## config.mk

```make
export PLATFORM = sky130hd
export DESIGN_NAME = countdown_timer
export DESIGN_NICKNAME = d
export VERILOG_FILES = /design/src/rtl/countdown_timer_pkg.sv /design/src/rtl/countdown_timer_rising_edge_detector.sv /design/src/rtl/countdown_timer.sv
export SDC_FILE = /design/constraint.sdc
export NUM_CORES = 1
export LEC_CHECK = 0
export BUFFER_PORTS_ARGS = -buffer_cell sky130_fd_sc_hd__buf_2
export CORE_UTILIZATION = 55
export DETAILED_ROUTE_END_ITERATION = 7
export PLACE_DENSITY = 0.79
export SYNTH_ARGS = -nofsm -noshare
export SYNTH_HDL_FRONTEND = slang
export SYNTH_SLANG_ARGS = --single-unit
export TNS_END_PERCENT = 50
```

## constraint.sdc

```tcl
create_clock -name clock -period 3.7 [get_ports clock]
set_clock_uncertainty 0.15 [all_clocks]
set_input_delay 0.185 -clock clock [delete_from_list [all_inputs] [get_ports clock]]
set_output_delay 0.185 -clock clock [all_outputs]
set_load 0.02 [all_outputs]
```

## src/rtl/countdown_timer_pkg.sv

```systemverilog
// Shared types and helpers for the countdown timer: state encoding, widths,
// and load saturation.
package countdown_timer_pkg;

    localparam int unsigned SEC_W = 7;
    localparam int unsigned BCD_W = 4;
    localparam int unsigned ST_W  = 2;
    localparam int unsigned DISPLAY_MAX = 99;

    typedef enum logic [ST_W-1:0] {
        ST_IDLE    = 2'd0,
        ST_RUNNING = 2'd1,
        ST_PAUSED  = 2'd2,
        ST_EXPIRED = 2'd3
    } state_e;

    // Clamp a requested start value to the configured ceiling.
    function automatic logic [SEC_W-1:0] sat_seconds(
        input logic [SEC_W-1:0] value,
        input logic [SEC_W-1:0] ceiling
    );
        return (value > ceiling) ? ceiling : value;
    endfunction

endpackage

```

## src/rtl/countdown_timer_rising_edge_detector.sv

```systemverilog
// Single-cycle pulse on each rising edge of a level sampled in the clock domain.
// During reset the history register tracks the input so release never fires.
module rising_edge_detector (
    input  logic clock,
    input  logic reset,
    input  logic in,
    output logic pulse
);

    logic prev_q;
    logic prev_d;

    always_comb begin
        prev_d = in;
    end

    always_ff @(posedge clock) begin
        if (reset) begin
            prev_q <= in;
        end else begin
            prev_q <= prev_d;
        end
    end

    assign pulse = in & ~prev_q;

endmodule

```

## src/rtl/countdown_timer.sv

```systemverilog
// Whole-second game countdown driven by ticks of the divided clock, with
// load/start/pause control, BCD display digits and expiry indications.
module countdown_timer
    import countdown_timer_pkg::*;
#(
    parameter int unsigned TICKS_PER_SECOND = 1000,
    parameter int unsigned MAX_SECONDS      = 99
) (
    input  logic             clock,
    input  logic             reset,
    input  logic             clock_divised,
    input  logic             load,
    input  logic [SEC_W-1:0] load_seconds,
    input  logic             start,
    input  logic             pause,
    output logic [SEC_W-1:0] seconds,
    output logic [BCD_W-1:0] bcd_tens,
    output logic [BCD_W-1:0] bcd_units,
    output logic             running,
    output logic             expired,
    output logic             expired_pulse
);

    localparam int unsigned SUB_W   = (TICKS_PER_SECOND > 1) ? $clog2(TICKS_PER_SECOND) : 1;
    localparam int unsigned SEC_CAP = (MAX_SECONDS > DISPLAY_MAX) ? DISPLAY_MAX : MAX_SECONDS;
    localparam int unsigned SUB_TOP = (TICKS_PER_SECOND > 0) ? TICKS_PER_SECOND - 1 : 0;

    localparam logic [SUB_W-1:0] SUB_LAST = SUB_W'(SUB_TOP);
    localparam logic [SEC_W-1:0] SEC_MAX  = SEC_W'(SEC_CAP);
    localparam logic [SEC_W-1:0] SEC_ONE  = SEC_W'(1);
    localparam logic [SEC_W-1:0] SEC_TEN  = SEC_W'(10);

    state_e           state_q,   state_d;
    logic [SEC_W-1:0] seconds_q, seconds_d;
    logic [SUB_W-1:0] sub_q,     sub_d;
    logic             pulse_q,   pulse_d;
    logic             tick;

    rising_edge_detector u_tick_det (
        .clock (clock),
        .reset (reset),
        .in    (clock_divised),
        .pulse (tick)
    );

    always_ff @(posedge clock) begin
        if (reset) begin
            state_q   <= ST_IDLE;
            seconds_q <= '0;
            sub_q     <= '0;
            pulse_q   <= 1'b0;
        end else begin
            state_q   <= state_d;
            seconds_q <= seconds_d;
            sub_q     <= sub_d;
            pulse_q   <= pulse_d;
        end
    end

    // Load overrides every state; otherwise the FSM advances on start/pause/tick.
    always_comb begin
        state_d   = state_q;
        seconds_d = seconds_q;
        sub_d     = sub_q;
        pulse_d   = 1'b0;

        if (load) begin
            seconds_d = sat_seconds(load_seconds, SEC_MAX);
            sub_d     = '0;
            state_d   = ST_IDLE;
        end else begin
            case (state_q)
                ST_IDLE: begin
                    if (start) begin
                        state_d = (seconds_q != '0) ? ST_RUNNING : ST_EXPIRED;
                    end
                end
                ST_RUNNING: begin
                    if (pause) begin
                        state_d = ST_PAUSED;
                    end else if (tick) begin
                        if (sub_q == SUB_LAST) begin
                            sub_d = '0;
                            if (seconds_q <= SEC_ONE) begin
                                seconds_d = '0;
                                state_d   = ST_EXPIRED;
                            end else begin
                                seconds_d = seconds_q - SEC_ONE;
                            end
                        end else begin
                            sub_d = sub_q + SUB_W'(1);
                        end
                    end
                end
                ST_PAUSED: begin
                    if (start) begin
                        state_d = ST_RUNNING;
                    end
                end
                ST_EXPIRED: begin
                    seconds_d = '0;
                end
                default: begin
                    state_d = ST_IDLE;
                end
            endcase
        end

        pulse_d = (state_d == ST_EXPIRED) && (state_q != ST_EXPIRED);
    end

    assign seconds       = seconds_q;
    assign running       = (state_q == ST_RUNNING);
    assign expired       = (state_q == ST_EXPIRED);
    assign expired_pulse = pulse_q;

    // Display digits follow the registered count in the same cycle.
    assign bcd_tens  = BCD_W'(seconds_q / SEC_TEN);
    assign bcd_units = BCD_W'(seconds_q % SEC_TEN);

endmodule

```

==> metrics.csv <==
metric,value,unit
status,finished clean,
yosysTopAreaCell,dfxtp_1,
synth_cell_type_count,48,
reg2reg_to,seconds[6],
synth.avg_cell_area,7.43,sq um
ant_nets,0,
startpoint,seconds[3],
max-slew-margin-rel,51.7,%
ys_seq_elements,21,
route.detailed.drc,0,
grtUsageTotal,23.5,%
tightest_slew,0.723,ns
coreArea,2780,sq um
path_depth,12,
clock_path_buffers,2,
setup-violations-final,0,
seq_area_frac_synth,25.8,%
clock_latency,0.30,ns
grt_pass1_vias,1413,
critPathKind,reg -> out,
fp.dieW,56.4,microns
path_clk_slew,0.12,ns
num_vias,1615,
initial_core_util,58.5,%
diodes,0,
r2r_cells,7,
placed_cells_incl_taps,271,
critPathTopFamily,compound AO/OA/AOI/OAI gates,
grt_start_max_net_pins,19,
power_frac_seq,42.7,%
gr-total-overflow,0,
design.final.nets,265,
comb_power_share,38.8,%
cp_cell_sequence,nand2b_1 -> xnor2_1 -> nor3_1 -> a311oi_2 -> ha_2 -> nand2b_1 -> nor2_1 -> o21ai_0 -> o211ai_1 -> a211oi_2 -> mux2i_1 -> buf_2,
rows,19,
ir_drop,280,uV
timing.rr.start,sub_q[1],
cp_slowest_cell,dfxtp_2,
power_density,323,nW/um^2
end_kind,primary output,
slew_violations,0,
final.min_clock_period,3.33,ns
avgViaCountPerCell,5.85,
synthArstFlopShare,0,%
arrival,2.99,ns
synthCells,219,
clock_power_share,18.5,%
num-fill-cells,239,
cpMostUsedCell,nand2b_1,
critPathCapture,bcd_units[2],
crit_buf_inv,1,
fin_setup_tns,0,ns
crit_path_max_incr_delay,0.47,ns
die_area,3180,sq um
rrSetupSlack,1.18,ns
rsz0062_at_grt,false,
root_buffer,clkbuf_4,
timing.final.crit_share,89.9,%
p_leak,0.000736,uW
critPathRequiredTime,3.37,ns
cp_max_fo,11,
critPathLaunchType,flop,
place.gp.congestion,0.924,
netlist_area,1630,sq um
hold_viol_final,0,
max_freq,301,MHz
hold_path_class,in -> reg,
cap_violations,0,
cts.sinks,21,
routed_wl,3620,microns
synth_area_leaders,"dfxtp_1 (26%), o21ai_0 (6.1%), nor2_1 (6.0%)",
die_h,56.4,microns
portBuffers,30,
wl_per_cell,13.1,microns
cts_tree,done,
area_growth,12.4,%
numCtsBuffers,3,
internal-power,365,uW
p_switching,227,uW
drt_pass1_iterations,5,
pin_count,31,
synthesis.nets,238,
drive_above_1_share,21.6,%
grt_pass1_wl,6170,microns
ys_warn_count,0,
synth_ff_type,dfxtp_1,
cts-htree-levels,1,
p_sw_share,38.3,%
final_cells,276,
drt_iter0_drc,74,
synth_edf_count,0,
cts_setup_buffers,0,
place_hpwl,2660,microns
antenna_found_initial,0,
yosys.area.top_type_share,25.8,%
## worst min-delay path by stage
stage | start | end | slack, ns | cells after the start
floorplan | clock_divised | u_tick_det.prev_q | 0.06 | 0
global placement | clock_divised | u_tick_det.prev_q | 0.15 | 1
detailed placement | clock_divised | u_tick_det.prev_q | 0.16 | 1
CTS | pause | state_q[0] | 0.002 | 2
global route | reset | seconds[3] | 0.003 | 2
finish | reset | seconds[3] | 0.01 | 2
## worst register-to-register path: stages (launching register included)
cell,delay (ns)
dfxtp_1,0.42
ha_1,0.22
inv_1,0.05
or3_4,0.42
o41ai_4,0.68
o21ai_0,0.19
a22oi_1,0.22
nor2_1,0.06
## cell type report
class / instances / area (sq um) / area share (%)
Tap cell: 31 / 38.8 / 2.12
Inverter: 11 / 41.3 / 2.26
Multi-Input combinational cell: 175 / 1110 / 60.9
Clock buffer: 3 / 22.5 / 1.23
Clock inverter: 1 / 5.00 / 0.274
Timing Repair Buffer: 34 / 183 / 9.99
Sequential cell: 21 / 425 / 23.3
## routing by layer
metal  wire (microns)  up-vias  global-route usage (%)
li1                 -      839                       -
met1             1770      721                    32.3
met2             1700       51                    38.8
met3              135        4                    4.61
met4               13        0                    3.83
met5                0        -                       0
## synth_stat cells (all sizes together) (5+ instances only)
cell and n:
ha 6, inv 11, nand2b 6, nor2 26
nand3 5, nor2b 5, nand2 24, xnor2 6
clkbuf 6, a21oi 10, buf 6, a21boi 5
nor3 9, o21ai 22, dfxtp 21, a22oi 5
o211ai 7
## state kept, by name, summed over array words and instances (netlist names)
| name | flops |
|---|---|
| expired_pulse | 1 |
| state_q | 2 |
| sub_q | 10 |
| seconds | 7 |
| u_tick_det.prev_q | 1 |
## per-stage QoR
| stage | hold slack [ns] | setup slack [ns] | util (%) | cell area (sq um) | total power (uW) |
|---|---|---|---|---|---|
| 2_1_floorplan | 0.0627 | 0.571 | - | 1630 | 422 |
| 3_3_place_gp | 0.150 | 0.592 | 63.8 | 1780 | 478 |
| 4_1_cts | 0.00240 | 0.130 | 65.2 | 1810 | 591 |
| 6_report | 0.0147 | 0.374 | 65.8 | 1830 | 591 |
| 5_1_grt | 0.00330 | 0.111 | 65.8 | 1830 | 633 |
| 3_5_place_dp | 0.156 | 0.511 | 63.8 | 1780 | 478 |
## cells in the final DEF, fill, tap and decap left out, types with 3 or more instances in the layout
master	n
dfxtp_1	17
nor2_1	26
o21ai_0	20
nand3_1	5
nor2b_1	4
buf_2	30
nand2b_1	6
ha_1	5
nand4_1	4
buf_4	3
a22oi_1	4
xnor2_1	6
dfxtp_2	4
a21boi_0	5
a21oi_1	10
inv_1	9
nor3_1	9
o211ai_1	7
nand2_1	24
or3_1	3
xor2_1	3
clkbuf_4	3
## what timing repair did
item / 4_1_cts / 5_1_grt
hold endpoints to repair: 1 / 0
hold buffers: 1 / 0
setup endpoints to repair: 0 / 3
resized for setup: 0 / 7
## power groups by stage
stage / Clock, uW / Combinational, uW / Sequential [uW]
after global routing: 124 / 255 / 254
after detailed placement: 0 / 222 / 256
final: 110 / 229 / 252
after CTS: 115 / 224 / 251
after global placement: 0 / 222 / 256
after floorplan: 0 / 167 / 255
## kinds of logic (layout without fill, tap and decap cells)
logic type | Yosys count | after routing | share of synthesized area [%]
simple gates | 94 | 94 | 29.4
compound gates | 64 | 64 | 27.6
buf+inv | 23 | 49 | 6.46
flops | 21 | 21 | 25.8
xor+xnor | 9 | 9 | 4.84
fa+ha+maj | 6 | 6 | 4.61
mux | 2 | 2 | 1.31
Power figures use the tool's default switching activity.
